**config.mk**
```make
export PLATFORM = sky130hd
export DESIGN_NAME = noc_vc_input_unit
export DESIGN_NICKNAME = d
export VERILOG_FILES = /design/src/rtl/noc_vc_input_unit.sv
export SDC_FILE = /design/constraint.sdc
export NUM_CORES = 1
export LEC_CHECK = 0
export ABC_AREA = 1
export ABC_CLOCK_PERIOD_IN_PS = 4000
export CORE_ASPECT_RATIO = 1.1
export CORE_MARGIN = 2
export CORE_UTILIZATION = 30
export DETAILED_ROUTE_END_ITERATION = 10
export GPL_TIMING_DRIVEN = 1
export HOLD_SLACK_MARGIN = 0.06
export SLEW_MARGIN = 20
export SYNTH_ARGS = -nofsm -noshare
export SYNTH_HDL_FRONTEND = slang
export SYNTH_SLANG_ARGS = --single-unit
```
**constraint.sdc**
```tcl
create_clock -name clk -period 4 [get_ports clk]
set_clock_uncertainty 0.1 [all_clocks]
set_input_delay 0.6 -clock clk [delete_from_list [all_inputs] [get_ports clk]]
set_output_delay 0.6 -clock clk [all_outputs]
set_load 0.1 [all_outputs]
```
**src/rtl/noc_vc_input_unit.sv**
```systemverilog
// Router input unit: one FIFO per virtual channel, credit return on every
// dequeue, and XY route computation for the head flit of each VC.
`timescale 1ns/1ps
module noc_vc_input_unit #(
    parameter int FLIT_W   = 64,
    parameter int VC_NUM   = 2,
    parameter int VC_DEPTH = 4,
    parameter int X_W      = 4,
    parameter int Y_W      = 4,
    parameter int CUR_X    = 0,
    parameter int CUR_Y    = 0,
    parameter int DEST_LSB = 0,
    localparam int VC_W    = (VC_NUM > 1) ? $clog2(VC_NUM) : 1
) (
    input  logic                     clk,
    input  logic                     rst_n,
    input  logic                     in_valid,
    input  logic [VC_W-1:0]          in_vc,
    input  logic [FLIT_W-1:0]        in_flit,
    output logic [VC_NUM-1:0]        out_valid,
    output logic [VC_NUM*FLIT_W-1:0] out_flit,
    output logic [VC_NUM*5-1:0]      out_route,
    input  logic [VC_NUM-1:0]        out_ready,
    output logic [VC_NUM-1:0]        credit_out,
    output logic                     overflow_err,
    output logic                     proto_err
);

    localparam int CNT_W = $clog2(VC_DEPTH + 1);
    localparam int PTR_W = $clog2(VC_DEPTH);

    localparam logic [CNT_W-1:0] CNT_FULL = CNT_W'(VC_DEPTH);
    localparam logic [PTR_W-1:0] PTR_LAST = PTR_W'(VC_DEPTH - 1);
    localparam logic [X_W-1:0]   CX       = X_W'(CUR_X);
    localparam logic [Y_W-1:0]   CY       = Y_W'(CUR_Y);

    localparam logic [1:0] T_BODY   = 2'b00;
    localparam logic [1:0] T_TAIL   = 2'b01;
    localparam logic [1:0] T_HEAD   = 2'b10;
    localparam logic [1:0] T_SINGLE = 2'b11;

    localparam logic [4:0] R_EAST  = 5'b00001;
    localparam logic [4:0] R_WEST  = 5'b00010;
    localparam logic [4:0] R_SOUTH = 5'b00100;
    localparam logic [4:0] R_NORTH = 5'b01000;
    localparam logic [4:0] R_LOCAL = 5'b10000;
    localparam logic [4:0] R_NA    = 5'b00000;

    typedef enum logic {VC_IDLE, VC_ACTIVE} vc_state_e;

    // Explicit wrap keeps non-power-of-two depths correct.
    function automatic logic [PTR_W-1:0] ptr_inc(input logic [PTR_W-1:0] p);
        return (p == PTR_LAST) ? '0 : p + PTR_W'(1);
    endfunction

    // Dimension-order routing: resolve X first, then Y, else deliver locally.
    function automatic logic [4:0] xy_route(input logic [FLIT_W-1:0] flit);
        logic [X_W-1:0] dx;
        logic [Y_W-1:0] dy;
        dx = flit[DEST_LSB +: X_W];
        dy = flit[DEST_LSB + X_W +: Y_W];
        if (dx > CX)      return R_EAST;
        else if (dx < CX) return R_WEST;
        else if (dy > CY) return R_NORTH;
        else if (dy < CY) return R_SOUTH;
        else              return R_LOCAL;
    endfunction

    logic [FLIT_W-1:0] mem_q    [VC_NUM][VC_DEPTH];
    logic [PTR_W-1:0]  wr_ptr_q [VC_NUM];
    logic [PTR_W-1:0]  wr_ptr_d [VC_NUM];
    logic [PTR_W-1:0]  rd_ptr_q [VC_NUM];
    logic [PTR_W-1:0]  rd_ptr_d [VC_NUM];
    logic [CNT_W-1:0]  cnt_q    [VC_NUM];
    logic [CNT_W-1:0]  cnt_d    [VC_NUM];
    vc_state_e         state_q  [VC_NUM];
    logic [4:0]        route_q  [VC_NUM];
    logic [FLIT_W-1:0] head     [VC_NUM];
    logic [1:0]        head_type[VC_NUM];

    logic [VC_NUM-1:0] pop;
    logic [VC_NUM-1:0] wr_en;
    logic [VC_NUM-1:0] proto_hit;
    logic              drop;
    logic [VC_NUM-1:0] credit_q;
    logic              ovf_q;
    logic              proto_q;

    // Dequeue/enqueue decisions and next pointer/count values per VC.
    always_comb begin
        // NOTE: every always_comb output is assigned a default first, so no path can leave one unassigned and infer a latch.
        pop   = '0;
        wr_en = '0;
        for (int i = 0; i < VC_NUM; i++) begin
            pop[i]   = (cnt_q[i] != '0) && out_ready[i];
            // A pop in the same cycle frees the slot a full FIFO needs.
            wr_en[i] = in_valid && (in_vc == VC_W'(i)) && ((cnt_q[i] != CNT_FULL) || pop[i]);
            wr_ptr_d[i] = wr_en[i] ? ptr_inc(wr_ptr_q[i]) : wr_ptr_q[i];
            rd_ptr_d[i] = pop[i]   ? ptr_inc(rd_ptr_q[i]) : rd_ptr_q[i];
            cnt_d[i]    = cnt_q[i] + CNT_W'(wr_en[i]) - CNT_W'(pop[i]);
        end
        // Covers both a full VC and an out-of-range VC index.
        drop = in_valid && (wr_en == '0);
    end

    // Head-flit presentation, route selection and protocol checking.
    always_comb begin
        out_valid = '0;
        out_flit  = '0;
        out_route = '0;
        proto_hit = '0;
        for (int i = 0; i < VC_NUM; i++) begin
            head[i]      = mem_q[i][rd_ptr_q[i]];
            head_type[i] = head[i][FLIT_W-1 -: 2];
            out_valid[i] = (cnt_q[i] != '0);
            out_flit[i*FLIT_W +: FLIT_W] = head[i];
            if (out_valid[i]) begin
                if (state_q[i] == VC_ACTIVE) begin
                    out_route[i*5 +: 5] = route_q[i];
                    proto_hit[i] = (head_type[i] == T_HEAD) || (head_type[i] == T_SINGLE);
                end else if ((head_type[i] == T_HEAD) || (head_type[i] == T_SINGLE)) begin
                    out_route[i*5 +: 5] = xy_route(head[i]);
                end else begin
                    out_route[i*5 +: 5] = R_NA;
                    proto_hit[i] = 1'b1;
                end
            end
        end
    end

    // Flit storage write port.
    // NOTE: the flit array has no reset; nothing reads an entry before it is written, since out_valid is gated by the count.
    always_ff @(posedge clk) begin
        for (int i = 0; i < VC_NUM; i++) begin
            if (wr_en[i]) mem_q[i][wr_ptr_q[i]] <= in_flit;
        end
    end

    // FIFO pointers, counts, credit pulses and sticky error flags.
    always_ff @(posedge clk or negedge rst_n) begin
        // NOTE: sequential state is written with non-blocking assignments so every register samples pre-edge values.
        if (!rst_n) begin
            for (int i = 0; i < VC_NUM; i++) begin
                wr_ptr_q[i] <= '0;
                rd_ptr_q[i] <= '0;
                cnt_q[i]    <= '0;
            end
            credit_q <= '0;
            ovf_q    <= 1'b0;
            proto_q  <= 1'b0;
        end else begin
            for (int i = 0; i < VC_NUM; i++) begin
                wr_ptr_q[i] <= wr_ptr_d[i];
                rd_ptr_q[i] <= rd_ptr_d[i];
                cnt_q[i]    <= cnt_d[i];
            end
            credit_q <= pop;
            ovf_q    <= ovf_q | drop;
            proto_q  <= proto_q | (proto_hit != '0);
        end
    end

    // Per-VC packet state: a popped head opens a packet, a popped tail closes it.
    always_ff @(posedge clk or negedge rst_n) begin
        if (!rst_n) begin
            for (int i = 0; i < VC_NUM; i++) begin
                state_q[i] <= VC_IDLE;
                route_q[i] <= R_NA;
            end
        end else begin
            for (int i = 0; i < VC_NUM; i++) begin
                if (pop[i]) begin
                    case (state_q[i])
                        VC_IDLE: begin
                            if (head_type[i] == T_HEAD) begin
                                route_q[i] <= xy_route(head[i]);
                                state_q[i] <= VC_ACTIVE;
                            end
                        end
                        VC_ACTIVE: begin
                            if (head_type[i] == T_TAIL) state_q[i] <= VC_IDLE;
                        end
                        default: state_q[i] <= VC_IDLE;
                    endcase
                end
            end
        end
    end

    assign credit_out   = credit_q;
    assign overflow_err = ovf_q;
    assign proto_err    = proto_q;

endmodule

```
# Yosys cells after proc, flatten, opt, wreduce, memory -nomap -nowiden
# Memories as Yosys holds them, arrays and structs flattened.
# Cells that the tools add are included.
[totals] ff_bits=30 ramBits=512 inputBits=70 out_inout_bits=144 elab_cells=124 n_memories=1
[op_classes] n_addsub=8 n_lt_le_gt_ge=14 n_eq_ne=12 muxes=47 bitwise_logic=9 reduce_logical=20
[memory_table] name="mem_q" depth=2 word_bits=256 rd=2 rd_ports_with_merged_regs=0 wr=1 line="69" rtl="logic [FLIT_W-1:0] mem_q [VC_NUM][VC_DEPTH];"
[op_table] operator="$mux 256" count=4
[op_table] operator="$mux 64" count=6
[op_table] operator="$bmux 64 s2" count=2
[op_table] operator="$demux 64 s2" count=2
[op_table] operator="$reduce_or 256->1" count=1
[op_table] operator="$mux 5" count=14
[op_table] operator="$eq 2x2->1 const B" count=8
[op_table] operator="$gt 4x1->1 const B" count=4
[op_table] operator="$lt 4x1->1 const B" count=4
[op_table] operator="$mux 1" count=13
[op_table] operator="$ge 3x3->1 const B" count=4
[op_table] operator="$not 2->3" count=4
[op_table] operator="$logic_and 1x1->1" count=9
[op_table] operator="$add 2x1->2 const B" count=4
[op_table] operator="$mux 2" count=4
[op_table] operator="$add 3x1->3" count=2
[op_table] operator="$lt 3x1->1 const B" count=2
[op_table] operator="$ne 3x3->1 const B" count=2
[op_table] operator="$reduce_and 3->1" count=2
[op_table] operator="$reduce_bool 3->1" count=2
[op_table] operator="$sub 3x1->3" count=2
[op_table] operator="$eq 2x1->1 const B" count=2
[op_table] operator="$logic_or 1x1->1" count=4
[op_table] operator="$pmux 1 s2" count=2
[op_table] operator="other kinds (4)" count=7

# Depth between registers and ports, before layout
# Gate-level depths: netlist of the first run.
[logic_depth] depth_word=12 ltp_mapped=12 depth_no_buf=12

# Least setup slack after synthesis of the first run
# OpenSTA, ideal clock, no wires.
[synth_path] path_type="flip-flop to flip-flop" startpoint="reg cnt_q[4] in the netlist's numbering" endpoint="mem mem_q[0][0] in the netlist's numbering (enable)" t_arrival_ns=4.355 required_ns=3.413 path_slack_ns=-0.941 stages_incl_launch_ff=7 synth_period_minus_slack_ns=4.941 cell_sequence="dfrtp_1 nor2_1 nand2_1 nand2_1 nand3_1 nand3b_2 nor2_1"
[synth_between] elab_chain_len=7 word_cells_on_any_way=8 cone_classes="eq/ne: 1; mux: 3; reduce/logical: 4"
[synth_lines] item="from (decl)" line="74" rtl="logic [CNT_W-1:0] cnt_q [VC_NUM];"
[synth_lines] item="from (signal, indexed assignment)" line="155" rtl="cnt_q[i] <= cnt_d[i];"
[synth_lines] item="$reduce_bool 3->1"
[synth_lines] item="named net out_valid[0]" line="20" rtl="output logic [VC_NUM-1:0] out_valid,"
[synth_lines] item="$logic_and 1x1->1" line="95" rtl="pop[i] = (cnt_q[i] != '0) && out_ready[i];"
[synth_lines] item="$logic_or 1x1->1" line="97" rtl="wr_en[i] = in_valid && (in_vc == VC_W'(i)) && ((cnt_q[i] != CNT_FULL) || pop[i]);"
[synth_lines] item="$logic_and 1x1->1" line="97"
[synth_lines] item="$mux 1" line="135" rtl="if (wr_en[i]) mem_q[i][wr_ptr_q[i]] <= in_flit;"
[synth_lines] item="$mux 256 (implied by the code)" line="135"
[synth_lines] item="$mux 256 (no source line)"
[synth_lines] item="to (decl)" line="69"
# The timed path passes the listed nets, and every way through them passes these cells.

# Worst setup path in the final report of the first run
[layout_path] startpoint="reg rd_ptr_q[3] in the netlist's numbering" endpoint="out out_flit[8]"
[layout_between] elab_chain_len=4
[layout_lines] item="from (decl)" line="72" rtl="logic [PTR_W-1:0] rd_ptr_q [VC_NUM];"
[layout_lines] item="from (signal, indexed assignment)" line="154" rtl="rd_ptr_q[i] <= rd_ptr_d[i];"
[layout_lines] item="$not 2->3 (implied by the code)" line="113" rtl="head[i] = mem_q[i][rd_ptr_q[i]];"
[layout_lines] item="$bmux 64 s2" line="113"
[layout_lines] item="$mux 64 (implied by the code) (2 in a row)" line="113"
[layout_lines] item="to (decl)" line="21" rtl="output logic [VC_NUM*FLIT_W-1:0] out_flit,"
# Every way passes these cells. The select of a mux whose other input is x is not followed.

==> summary by stage, run 1 <==
Place
The port buffer count is 209. The count of placed standard cells including taps is approximately 2500. The final weighted congestion in routability-driven placement is 0.7179. Once detailed placement completed, the half-perimeter wirelength came to a little under 30 mm.

After detailed placement, the total cell area comes to around 24000 um^2.

Setup path
The worst endpoint data arrival time is 3010 ps. The worst-path maximum fanout is 32. The capturing element type of the critical path is an output port. The setup slack of the worst register-to-register path is 1280 ps. The kind of start point of the critical path is a flip-flop. The startpoint of the worst register-to-register path is cnt_q[4]. Measured in cells, the most critical reg-to-reg path has a length of 12. At the worst endpoint, the required time is 3300 ps. The worst setup path is of the reg2out kind. The worst register-to-register path ends at cnt_q[5].

Clock tree
TritonCTS built the clock tree. The number of clock buffers added by TritonCTS is 56. After clock tree synthesis, the clock-pin slew on the worst setup and hold paths is 60 ps.

At the later pin of the worst-skew pair, clock insertion delay measures 570 ps. The tree built by TritonCTS fans out to 538 sinks. After clock tree synthesis, the flow added hold-fix buffers numbering 0. Once the clock tree was built, the setup fixing pass inserted 0 buffers. The H-tree generated during clock tree synthesis spans 2 levels. The quantity of gates resized following cts is 0. The tree is rooted in a sky130_fd_sc_hd__clkbuf_16.

The longest clock path from root to sink contains 3 buffers.

Layout
The number of non-filler instances in the completed layout is 2650. After routing the design area is 26000 um^2. The number of filler cells placed in the layout is between 6000 and 7000. In the final layout, the multi-input gates occupy roughly 4000 um^2. The layout cell share with drive strength beyond 1 is 16.64%. After the last flow step, the layout net total stands at 1772.

Registers take 16040 um^2. The layout overhead on the synthesized area is 26.16%.

Logic synthesis
The dominant cell type by area after synthesis is sky130_fd_sc_hd__edfxtp_1. The share of the synthesized area in the top cell type is 74.59%. The synthesis warning total is 0. The post-synthesis sequential element count is around 540. Sequential elements use 77.75% of the synthesized area.

The netlist uses 30 different library cells. In the post-synthesis netlist, the biggest area contributors are sky130_fd_sc_hd__edfxtp_1 (75%), sky130_fd_sc_hd__o21ai_0 (5.3%), sky130_fd_sc_hd__nor2_1 (4.2%). A synthesized cell averages 13.94 um^2. In this run the cell area of the synthesized design comes to 20610 um^2. The number of instances in the synthesized netlist is 1479.

Floorplanning
The height of the die is 278.9 um. The die covers 70820 um^2. In this run the standard cell core region covers 67820 um^2. For this design the top-level I/O count stands at about 210. The initial utilization of the core area, before any placement, comes to 30.39%. The floorplan row count is 100. The x dimension of the die is 253.9 um.

Route
Using the TritonRoute via totals, the vias-per-cell ratio works out to 4.736. The final layout contains routed wiring with a total length of 50.83 mm. The number of search-and-repair iterations in the first detailed-routing pass is 5. In this run the remaining antenna-violating nets after routing total 0. In the routed design, unresolved DRC markers number 0. In this run, the number of DRC markers left after iteration 0 of detailed routing was roughly 800. The total vias in the final route is 12550. Dividing the detail-routed wire length by the instance count gives 19.18 um.

Run
The number of violations of the max-capacitance limit is 0.

Global routing
The first-pass GRT wire length is 76.81 mm. Entering global routing, the biggest net connects 76 pins. The total overflow left after global routing is 0.

The combined global-route utilization of all metal layers is 14.28%. The initial antenna violation count is 5. The via count of the first global-routing pass is 12570.

STA
The post-route minimum period is 3712 ps. The slew at the pin closest to its max-slew limit is ~970 ps. The top achievable clock speed is 269.4 MHz. Setup repair after global routing left no endpoint under its margin.

The hold violation count in the final report came to 0. The number of pins with negative max-slew slack in the final report came to 0. The setup total negative slack is 0 ps. Setup violations remaining at the end of the flow were counted as 0.

After layout, the worst path uses roughly 93% of the clock period. The worst-case headroom to the max-slew limit is 35.40%.

Min path
The worst hold path was traced through 2 stages. The capture endpoint of the worst hold path is overflow_err. The worst hold path belongs to the class reg2reg. The hold path startpoint is overflow_err.

Status
The flow ran to the end, and the final reports show no timing, DRC or antenna violations.
==> synthesized netlist by cell type (all sizes together) <==
cell type  number
nand3b          4
o21ai         228
xnor2           2
nand2         139
o31ai           2
conb            1
clkbuf         57
dfrtp          26
inv            53
o22ai         108
nand3          50
nor2          236
edfxtp        512
fa              2
ha             14
buf            31
xor2            2
a21oi          12
==> worst max-delay path, stage by stage (launching register included) <==
cell and delay, ps:
sky130_fd_sc_hd__dfrtp_4 670, sky130_fd_sc_hd__inv_2 500, sky130_fd_sc_hd__buf_4 460, sky130_fd_sc_hd__o21ai_0 150
sky130_fd_sc_hd__o22ai_1 270, sky130_fd_sc_hd__buf_4 360
==> layout make-up <==
type	instances	share of cell area (%)
clock buffers	67	5.587
inverters	53	0.7843
flip-flops and latches	538	61.68
clock inverters	36	1.684
multi-input cells	803	15.47
well taps	918	4.417
repair buffers	234	10.36
diodes	1	0.009624
==> state kept, by name, summed over array words and instances, names as in the netlist <==
| name | flops |
|---|---|
| mem_q | 512 |
| rd_ptr_q | 4 |
| proto_err | 1 |
| credit_out | 2 |
| state_q | 2 |
| wr_ptr_q | 4 |
| cnt_q | 6 |
| route_q | 6 |
| overflow_err | 1 |
==> cell usage in the layout, fill, tap and decap left out, types with 3 or more instances in the layout <==
master and instances:
sky130_fd_sc_hd__dfrtp_1 22, sky130_fd_sc_hd__nand3_2 5, sky130_fd_sc_hd__nand3b_1 3, sky130_fd_sc_hd__inv_2 5, sky130_fd_sc_hd__a21oi_1 10, sky130_fd_sc_hd__ha_1 14, sky130_fd_sc_hd__edfxtp_1 512, sky130_fd_sc_hd__clkinv_1 7
sky130_fd_sc_hd__inv_1 46, sky130_fd_sc_hd__o22ai_1 108, sky130_fd_sc_hd__nand2_2 10, sky130_fd_sc_hd__clkbuf_1 10, sky130_fd_sc_hd__nand2_1 128, sky130_fd_sc_hd__o21ai_1 8, sky130_fd_sc_hd__clkdlybuf4s50_1 75, sky130_fd_sc_hd__nor2_4 10
sky130_fd_sc_hd__conb_1 4, sky130_fd_sc_hd__dfrtp_4 3, sky130_fd_sc_hd__nor2_1 223, sky130_fd_sc_hd__o21ai_0 220, sky130_fd_sc_hd__buf_4 99, sky130_fd_sc_hd__clkinv_2 11, sky130_fd_sc_hd__clkinv_4 4, sky130_fd_sc_hd__buf_12 60
sky130_fd_sc_hd__bufinv_16 9, sky130_fd_sc_hd__nand3_1 45, sky130_fd_sc_hd__clkbuf_16 56
==> logic make-up after synthesis <==
family,share of synthesized area [%]
adders and majority gates,1.044
and+or+nand+nor,8.729
AOI/OAI and AO/OA,9.215
buffers and inverters,3.072
xor gates and xnor gates,0.1700
DFF,77.75
other,0.01819
==> per-stage QoR <==
stage | setup slack (ps) | hold slack, ps | utilization, %
floorplan | -941.4 | 204.4 | -
global placement | 846.0 | 350.9 | 35.55
detailed placement | 836.7 | 353.2 | 35.55
CTS | 190.1 | 368.9 | 38.34
global route | 92.48 | 396.2 | 38.34
finish | 288.0 | 363.5 | 38.34
==> how the worst max path moves through the flow <==
stage                startpoint            to  cells past startpoint
floorplan              cnt_q[4]   mem_q[0][0]                      6
global placement    rd_ptr_q[3]   out_flit[8]                      5
detailed placement  rd_ptr_q[3]  out_flit[59]                      5
CTS                 rd_ptr_q[3]  out_flit[59]                      5
global route        rd_ptr_q[3]  out_route[4]                      8
finish              rd_ptr_q[3]   out_flit[8]                      5
==> routing by layer <==
metal,track usage (%),share of wire (%),vias up
li1,-,-,5815
met1,18.85,44,6351
met2,23.83,49,313
met3,3.095,5.4,63
met4,3.650,1.8,8
met5,0,0.10,-
Power of run 1 is not shown: default switching activity piles up to over one toggle a cycle in this logic, so the estimate is an artifact.
==> run 2: changes to the inputs <==
- CELL_PAD_IN_SITES_DETAIL_PLACEMENT: default -> 1
- CELL_PAD_IN_SITES_GLOBAL_PLACEMENT: default -> 1
- PLACE_DENSITY_LB_ADDON: default -> 0.1
==> run 2 against run 1 <==
Compared with the run above:
- flip-flop and latch count stayed put
- largest cell class unchanged
- register-to-register slack barely moved
- via count rose by 1.6%
- worst setup slack improved by 130 ps
- core utilization is 0.052 points higher
- first-iteration DRC count shrank 24%
- hold slack gained 8.7 ps
- non-clock buffer count rose by 10
- die area unchanged
- fmax up 3.7%
- routed wire length is 14% higher
- critical path type unchanged
- sequential share of layout area decreased by 0.093 points
- highest routed layer unchanged
==> summary by stage, run 2 (synthesized netlist as in run 1, its figures left out) <==
Status
The flow ran to the end, and the final reports show no timing, DRC or antenna violations.

Route
The number of search-and-repair iterations in the first detailed-routing pass is 5. In this run, the number of DRC markers left after iteration 0 of detailed routing was ~620. After detailed routing, the number of remaining DRC violations is 0. The total detailed-routing wirelength is approximately 58 mm. The vias per cell is ~4.8. The number of nets with antenna violations after detailed routing is 0.

The total vias in the final route is 12750. Dividing the detail-routed wire length by the instance count gives around 22 um.

Layout
The number of filler cells placed in the layout is between 7000 and 8000. The multi-input combinational cells in the finished layout cover a total of around 4000 um^2. For this run, the number of standard cells in the final layout without fillers is 2661. In the final layout, flip-flops and latches occupy 16040 um^2.

The post-layout utilization of the core is between 30% and 40%. The register with the most flip-flops in the layout has 512 of them. Cells with a size suffix above 1 make up between 10% and 20% of the layout.

The library cell used most frequently in the layout, excluding fill and tap cells, is sky130_fd_sc_hd__edfxtp_1. In the layout the commonest cells are sky130_fd_sc_hd__edfxtp_1 (512), sky130_fd_sc_hd__nor2_1 (223), sky130_fd_sc_hd__o21ai_0 (220). 0 antenna diodes ended up in the layout. The area growth from synthesis to layout is 26.33%.

The net count of the finished layout is 1783.

Clock tree
The root cell of the clock tree is sky130_fd_sc_hd__clkbuf_16. The number of buffers inserted for hold repair after clock tree synthesis is 0. The count of clock tree sinks is ~540. The number of buffers added for setup after CTS is 0. The number of buffers on the longest clock path is 3.

After clock tree synthesis, the clock-pin slew on the worst setup and hold paths is 60 ps. The TritonCTS clock tree is done. The clock latency at the later pin of the worst-skew pair is 600 ps. The number of buffers created by CTS is 57. The number of gates resized after CTS was 0. CTS built an H-tree with a depth of 2.

Setup path
The critical path starts at rd_ptr_q[2]. The type of the worst setup path is reg2out. The critical path runs through a total of 5 cells. STA classifies the critical path endpoint as an output port. Walking the worst path, the cells encountered are inv_4 > buf_12 > o21ai_0 > o22ai_1 > buf_4.

The worst-path maximum fanout is 72. On the critical path, the stage with the largest delay is an instance of sky130_fd_sc_hd__dfrtp_4. Broken down by cell family, the worst path's largest delay share belongs to buffers and inverters. The critical path required time is around 3300 ps. The startpoint identified for the worst register-to-register timing path is cnt_q[4]. STA classifies the critical path startpoint as a flip-flop. The worst endpoint data arrival time is 2880 ps.

In this design, the stage delay of the slowest critical-path cell is 640 ps. The number of cells on the worst reg-to-reg path is 12. The critical path contains buffers and inverters numbering 3 combined.

Global routing
The initial antenna violation count is 3. Entering global routing, the biggest net connects 73 pins. In the global route stage, overall resource usage came out at 16.35%. The via count of the first global-routing pass is 13530.

The first global-routing pass estimated about 86 mm of wire. The aggregate global routing overflow is 0.

Place
After legalization and detailed placement, the total HPWL measured 34.87 mm. The count of buffers added on input and output ports is 209. At the end of routability-driven placement, the weighted congestion stood at 0.7175.

In this run, placement finished with an instance count of 2556.

STA
Setup repair after global routing left no endpoint under its margin. The slew at the pin closest to its max-slew limit is 978.9 ps. Based on the critical path, the design can be clocked at up to 279.4 MHz.

The setup total negative slack is 0 ps. Headroom to the max-slew limit came out at 34.54%. After layout, the worst path uses 89.47% of the clock period. The number of endpoints failing setup at the final stage is 0.

On the final layout, the worst hold slack is approximately 370 ps. The number of pins with negative max-slew slack in the final report is 0. Subtracting the final worst setup slack from the clock period gives 3579 ps.

The hold violation count in the final report is 0.

Min path
The class of the most critical hold timing path is in2async.

Floorplanning
The area inside the core boundary is approximately 68000 um^2. The die covers between 70000 and 80000 um^2. 214 I/O pins were placed. The x dimension of the die is ~250 um. Row generation in the floorplan step produced 100 rows.

For this configuration, the core starts out at a cell density of a little under a third. The height of the die is 278.9 um.

Run
Max-cap violations in this run came to 0.
run 2: changes by cell type in the layout (fill, tap and decap cells not counted), sizes merged:
cell    previous run  this run
clkbuf            67        75
inv               55        53
diode              1         0
buf              159       169
bufinv             9         3
clkinv            23        25
run 2: per-layer routing:
metal	track usage [%]	share of wire, %
met5	0	0.048
met4	3.831	1.9
met3	3.067	4.2
met2	28.17	49
met1	21.25	44
run 2: path summary, 6_finish.rpt:
check | end | slack [ps]
worst max-delay path | out_flit[9] | 420
worst min-delay path | rd_ptr_q[0] | 370
worst max register to register | cnt_q[5] | 1270
worst min register to register | overflow_err | 370
max in group asynchronous | wr_ptr_q[3] | 2720
min in group clk | overflow_err | 370
run 2: final cells by class:
type / count / area share [%]
Clock buffer: 75 / 5.973
Clock inverter: 30 / 0.8650
Inverter: 53 / 0.7833
Multi-Input combinational cell: 803 / 15.45
Sequential cell: 538 / 61.59
Tap cell: 918 / 4.411
Timing Repair Buffer: 244 / 10.93
run 2: worst register-to-register path, stage by stage, from the launching register on:
cell and delay [ps]:
sky130_fd_sc_hd__dfrtp_1 420, sky130_fd_sc_hd__nor2_1 170, sky130_fd_sc_hd__nand2_1 150, sky130_fd_sc_hd__nand2_1 150, sky130_fd_sc_hd__nand3_1 100, sky130_fd_sc_hd__nand3b_2 310, sky130_fd_sc_hd__ha_1 300, sky130_fd_sc_hd__inv_1 60
sky130_fd_sc_hd__ha_1 140, sky130_fd_sc_hd__inv_1 50, sky130_fd_sc_hd__fa_1 380, sky130_fd_sc_hd__xnor2_1 170, sky130_fd_sc_hd__xor2_1 170
run 2: through the flow:
step	instance area (um^2)	worst slack [ps]
after floorplan	20630	-941.4
after global placement	24260	904.2
after detailed placement	24260	865.1
after CTS	26040	329.8
after global routing	26040	208.5
final	26040	421.2
Power of run 2 is left out for the same reason.
